$ cat src/rtl/cdb_arbiter_pkg.sv
// rtl/cdb_arbiter_pkg.sv - shared source indices, CDB entry type and defaults for the CDB arbiter
`ifndef CDB_ARBITER_TRUE_FALSE
`define CDB_ARBITER_TRUE_FALSE
`define TRUE  1'b1
`define FALSE 1'b0
`endif

package cdb_arbiter_pkg;

    // Write-stage source indices in arbitration order.
    localparam int SRC_ALU  = 0;
    localparam int SRC_MULT = 1;
    localparam int SRC_LB   = 2;
    localparam int SRC_ACU  = 3;

    localparam int NUM_SRC_DEF   = 4;
    localparam int ROB_IDX_W_DEF = 5;
    localparam int XLEN_DEF      = 32;
    localparam int SRC_W_DEF     = $clog2(NUM_SRC_DEF);

    typedef struct packed {
        logic [ROB_IDX_W_DEF-1:0] tag;
        logic [XLEN_DEF-1:0]      value;
        logic [SRC_W_DEF-1:0]     src;
    } cdb_entry_t;

endpackage

$ cat src/rtl/cdb_arbiter_picker.sv
// rtl/cdb_arbiter_picker.sv - combinational round-robin priority picker
//
// Ports:
//   req        in   NUM_SRC   request vector
//   ptr        in   IDX_W     highest-priority index this cycle (must be < NUM_SRC)
//   grant      out  NUM_SRC   one-hot grant (zero when nothing requested)
//   grant_idx  out  IDX_W     index of the granted request
//   any_grant  out  1         at least one request present
module rr_priority_picker
    import cdb_arbiter_pkg::*;
#(
    parameter int NUM_SRC = NUM_SRC_DEF,
    parameter int IDX_W   = (NUM_SRC > 1) ? $clog2(NUM_SRC) : 1
) (
    input  logic [NUM_SRC-1:0] req,
    input  logic [IDX_W-1:0]   ptr,
    output logic [NUM_SRC-1:0] grant,
    output logic [IDX_W-1:0]   grant_idx,
    output logic               any_grant
);

    int idx;

    // Scan ptr, ptr+1, ... wrapping at NUM_SRC; the first requester found wins.
    always_comb begin
        grant     = '0;
        grant_idx = '0;
        any_grant = `FALSE;
        idx       = 0;
        for (int k = 0; k < NUM_SRC; k++) begin
            idx = int'(ptr) + k;
            if (idx >= NUM_SRC) begin
                idx = idx - NUM_SRC;
            end
            if (!any_grant && req[idx]) begin
                any_grant  = `TRUE;
                grant[idx] = 1'b1;
                grant_idx  = IDX_W'(idx);
            end
        end
    end

endmodule

$ cat src/rtl/cdb_arbiter.sv
// rtl/cdb_arbiter.sv - round-robin arbiter of execute write stages onto the registered CDB
//
// Ports:
//   clock, reset     rising-edge clock, asynchronous active-high reset
//   squash           misprediction flush: blocks grants, empties the CDB register
//   src_valid        per-source result held in its write stage
//   src_tag          per-source ROB tag, source i at [i*ROB_IDX_W +: ROB_IDX_W]
//   src_value        per-source result, source i at [i*XLEN +: XLEN]
//   src_written      one-hot combinational grant pulse back to the write stages
//   cdb_ready        consumer accepts the current CDB entry
//   cdb_valid/tag/value/src   registered CDB entry
module cdb_arbiter
    import cdb_arbiter_pkg::*;
#(
    parameter int NUM_SRC   = NUM_SRC_DEF,
    parameter int ROB_IDX_W = ROB_IDX_W_DEF,
    parameter int XLEN      = XLEN_DEF,
    parameter int SRC_W     = (NUM_SRC > 1) ? $clog2(NUM_SRC) : 1
) (
    input  logic                         clock,
    input  logic                         reset,
    input  logic                         squash,
    input  logic [NUM_SRC-1:0]           src_valid,
    input  logic [NUM_SRC*ROB_IDX_W-1:0] src_tag,
    input  logic [NUM_SRC*XLEN-1:0]      src_value,
    output logic [NUM_SRC-1:0]           src_written,
    input  logic                         cdb_ready,
    output logic                         cdb_valid,
    output logic [ROB_IDX_W-1:0]         cdb_tag,
    output logic [XLEN-1:0]              cdb_value,
    output logic [SRC_W-1:0]             cdb_src
);

    logic [SRC_W-1:0]     rr_ptr;
    logic [SRC_W-1:0]     rr_ptr_next;
    logic [NUM_SRC-1:0]   pick_grant;
    logic [SRC_W-1:0]     pick_idx;
    logic                 pick_any;
    logic                 can_load;
    logic                 do_grant;
    logic [ROB_IDX_W-1:0] mux_tag;
    logic [XLEN-1:0]      mux_value;

    rr_priority_picker #(
        .NUM_SRC (NUM_SRC),
        .IDX_W   (SRC_W)
    ) u_picker (
        .req       (src_valid),
        .ptr       (rr_ptr),
        .grant     (pick_grant),
        .grant_idx (pick_idx),
        .any_grant (pick_any)
    );

    // The register can take a new entry when empty or when its current entry leaves.
    assign can_load = ~cdb_valid | cdb_ready;
    assign do_grant = can_load & ~squash & ~reset & pick_any;

    // Grant depends only on valid/ready/squash/pointer, never on tag or value.
    assign src_written = do_grant ? pick_grant : '0;

    assign mux_tag   = src_tag[int'(pick_idx)*ROB_IDX_W +: ROB_IDX_W];
    assign mux_value = src_value[int'(pick_idx)*XLEN +: XLEN];

    // Explicit wrap keeps the pointer inside [0, NUM_SRC) for non-power-of-2 counts.
    assign rr_ptr_next = (pick_idx == SRC_W'(NUM_SRC - 1)) ? '0 : pick_idx + 1'b1;

    always_ff @(posedge clock or posedge reset) begin
        if (reset) begin
            cdb_valid <= 1'b0;
            cdb_tag   <= '0;
            cdb_value <= '0;
            cdb_src   <= '0;
            rr_ptr    <= '0;
        end else if (squash) begin
            cdb_valid <= 1'b0;
        end else if (can_load) begin
            if (pick_any) begin
                cdb_valid <= 1'b1;
                cdb_tag   <= mux_tag;
                cdb_value <= mux_value;
                cdb_src   <= pick_idx;
                rr_ptr    <= rr_ptr_next;
            end else begin
                cdb_valid <= 1'b0;
            end
        end
    end

    a_written_onehot0 : assert property (@(posedge clock) disable iff (reset)
        $onehot0(src_written));
    a_written_needs_valid : assert property (@(posedge clock) disable iff (reset)
        (src_written & ~src_valid) == '0);

endmodule

$ cat config.mk
export PLATFORM = sky130hd
export DESIGN_NAME = cdb_arbiter
export DESIGN_NICKNAME = d
export VERILOG_FILES = /design/src/rtl/cdb_arbiter_pkg.sv /design/src/rtl/cdb_arbiter_picker.sv /design/src/rtl/cdb_arbiter.sv
export SDC_FILE = /design/constraint.sdc
export NUM_CORES = 1
export LEC_CHECK = 0
export CAP_MARGIN = 20
export CORE_MARGIN = 1.5
export CORE_UTILIZATION = 33
export CTS_BUF_LIST = sky130_fd_sc_hd__clkbuf_8
export DETAILED_ROUTE_END_ITERATION = 10
export PLACE_DENSITY = 0.91
export SYNTH_ARGS = -nofsm -noshare
export SYNTH_HDL_FRONTEND = slang
export SYNTH_HIERARCHICAL = 1
export SYNTH_SLANG_ARGS = --single-unit
export TNS_END_PERCENT = 100
$ cat constraint.sdc
create_clock -name clock -period 2.9 [get_ports clock]
set_clock_uncertainty 0.1 [all_clocks]
set_input_delay 0.29 -clock clock [delete_from_list [all_inputs] [get_ports clock]]
set_output_delay 0.29 -clock clock [all_outputs]
set_load 0.05 [all_outputs]
==> results.toml <==
[yosys]
synth_enable_flop_cells = 0
async_flop_share = 1.00
synth_area_sq_um = 2950
synth.net_count = 357
ys_ff_latch = 42
yosys_warnings = 6
synth-main-ff-cell = "dfrtp_1"
syn_avg_cell_area_sq_um = 15.4
synthDistinctLibCells = 27
seq_area_frac_synth = 0.356
syn_inst = 192

[setup_path]
endpoint_kind = "register"
crit_arrival_ps = 3020
r2r-start = "rr_ptr[0]"
crit_fanout = 7
rrSetupSlack_ps = -30
cp.required_ps = 2990
r2r_cells = 10
crit_type = "reg -> reg"
r2r-end = "cdb_value[8]"
start_kind = "register"

[floorplanning]
num_io_pins = 200
chipHeight_um = 97.5
start_util = 0.340
num_rows = 34
die_w_um = 97.5
core_sq_um = 8680
die_area_sq_um = 9510

[clock_tree]
clock_sinks = 42
clkSlewWorstSetupHoldPaths_ps = 90
clock_latency_ps = 300
cts_hold_buffers = 0
cts_buffers = 5
htreeDepth = 2
cts_tree = "done"
ctsRootBufferMaster = "clkbuf_8"
cts_max_path_buffers = 2

[grt]
gr-total-overflow = 0
antenna_found_initial = 0
grt_pass1_wl_um = 15500
grt_max_degree = 42
grt_pass1_vias = 3194
grt_use_total = 0.209

[outcome]
status = "complete, but fails checks"
violations = "setup timing"

[placement]
port_buffers = 199
dp_hpwl_um = 7650
place.gp.congestion = 0.830
dpl_cell_area_sq_um = 5280
place_ws_ps = -294

[sta]
fmax_mhz = 341
slew_headroom = 0.649
fin_ws_ps = -30.8
rsz0062_at_grt = "true"
finalSetupTns_ps = -233
tightest_slew_ps = 525
min_period_ps = 2930
fin_crit_sh = 1.01
final_hold_viol_count = 0
drv_slew = 0
setup_viol_count_final = 19

[cells_and_area]
fillers = 638
diodes = 0
nNetsFinal = 580
drive_above_1_share = 0.349
syn2layout_area_growth_pct = 93.3
stdcell_area_sq_um = 5700

[power]
pwr_density_cell_nw_per_um2 = 1370
p_leak_nw = 2.26
ir_worst_vdd_v = 0.000761

[routing]
totalWireLength_um = 10400
drc = 0
wl_per_cell_um = 19.9
ant_nets = 0
drt_iter0_markers = 66
dr.pass1.iters = 4
vias = 2741
routed_via_density = 5.23

[run]
max-cap-violations = 0

[hold_path]
min_path_type = "in -> async"
layout make-up:
| class | count | area (sq um) | share of cell area |
|---|---|---|---|
| clock inverters | 3 | 21.3 | 0.00373 |
| clock buffers | 5 | 68.8 | 0.0121 |
| flip-flops and latches | 42 | 1050 | 0.185 |
| multi-input cells | 129 | 1930 | 0.339 |
| repair buffers | 232 | 2470 | 0.433 |
| well taps | 108 | 135 | 0.0237 |
| inverters | 5 | 21.3 | 0.00373 |
where the power goes:
part / total [mW] / internal [mW] / switching, mW / leakage [nW]
registers: 1.10 / 0.906 / 0.193 / 0.491
logic: 6.32 / 3.40 / 2.92 / 1.73
clock network: 0.388 / 0.169 / 0.219 / 0.0441
total: 7.80 / 4.47 / 3.33 / 2.26
layout by cell type, fill, tap and decap left out, drive strengths merged:
cell type      count
o31ai              1
clkdlybuf4s50    195
nand2b             1
and2b              1
nand2              1
ha                 9
nor4               1
nor2b              1
nor4b              1
a32o               1
inv                5
nor3               1
dfrtp             42
a22oi              8
mux2i              1
clkinvlp           1
mux2              43
nor3b              1
o311ai             1
a21oi              1
buf               33
nor2               5
mux4              41
clkinv             2
and3               4
o211ai             1
clkbuf             9
o21ai              5
stage by stage:
step	std cells	utilization	total power [mW]	hold slack (ps)
finish	524	0.657	7.80	69.1
global route	524	0.657	8.23	76.7
CTS	518	0.630	7.11	60.6
detailed placement	505	0.609	6.36	391
global placement	505	0.609	6.21	389
floorplan	192	-	4.80	256
worst max path at each step:
stage / depth (start not counted) / end / start
after CTS: 10 / src_written[3] / rr_ptr[0]
after detailed placement: 6 / cdb_value[26] / src_valid[2]
final: 10 / cdb_value[8] / rr_ptr[0]
after global placement: 8 / cdb_value[19] / src_valid[3]
after global routing: 10 / cdb_value[26] / rr_ptr[0]
after floorplan: 12 / cdb_tag[2] / rr_ptr[0]
cell families after synthesis:
kind of cell | synth area share
buf+inv | 0.0412
mux | 0.485
flops | 0.356
fa+ha+maj | 0.0382
simple gates | 0.0378
compound gates | 0.0420
cells in the mapped netlist, types with 2 or more instances:
library cell	instances	area, sq um
mux2_2	43	484
dfrtp_1	42	1050
mux4_2	38	856
buf_2	10	50.1
ha_1	9	113
a22oi_1	8	60.1
inv_1	5	18.8
nor2_1	5	18.8
o21ai_0	5	25.0
and3_1	4	25.0
buf_6	4	45.0
mux4_1	3	78.8
clkbuf_1	2	7.51
repair_timing:
action                                  in CTS  in global routing
gates cloned                                 2                  5
resized for setup                           12                 34
buffers inserted                             3                  1
pin swaps                                    1                  3
endpoints found under the setup margin      29                 41
per-layer routing:
layer | track usage | part of all wire | vias up
li1 | - | - | 1224
met1 | 0.209 | 0.36 | 1351
met2 | 0.411 | 0.55 | 144
met3 | 0.0561 | 0.068 | 22
met4 | 0.0648 | 0.023 | 0
met5 | 0 | 0 | -
worst max-delay path: stages, from the launching register on:
cell and delay [ps]:
dfrtp_2 460, inv_4 50, ha_4 270, mux4_2 340, buf_6 160, nor4b_4 230, nor2_1 90, a32o_4 360
clkbuf_16 200, mux4_2 290, mux2_2 280
sequential cells by signal, indices dropped and copies added, names as in the netlist:
signal     count
cdb_tag        5
cdb_src        2
rr_ptr         2
cdb_valid      1
cdb_value     32
No activity file was read; power rests on OpenSTA's default activity.
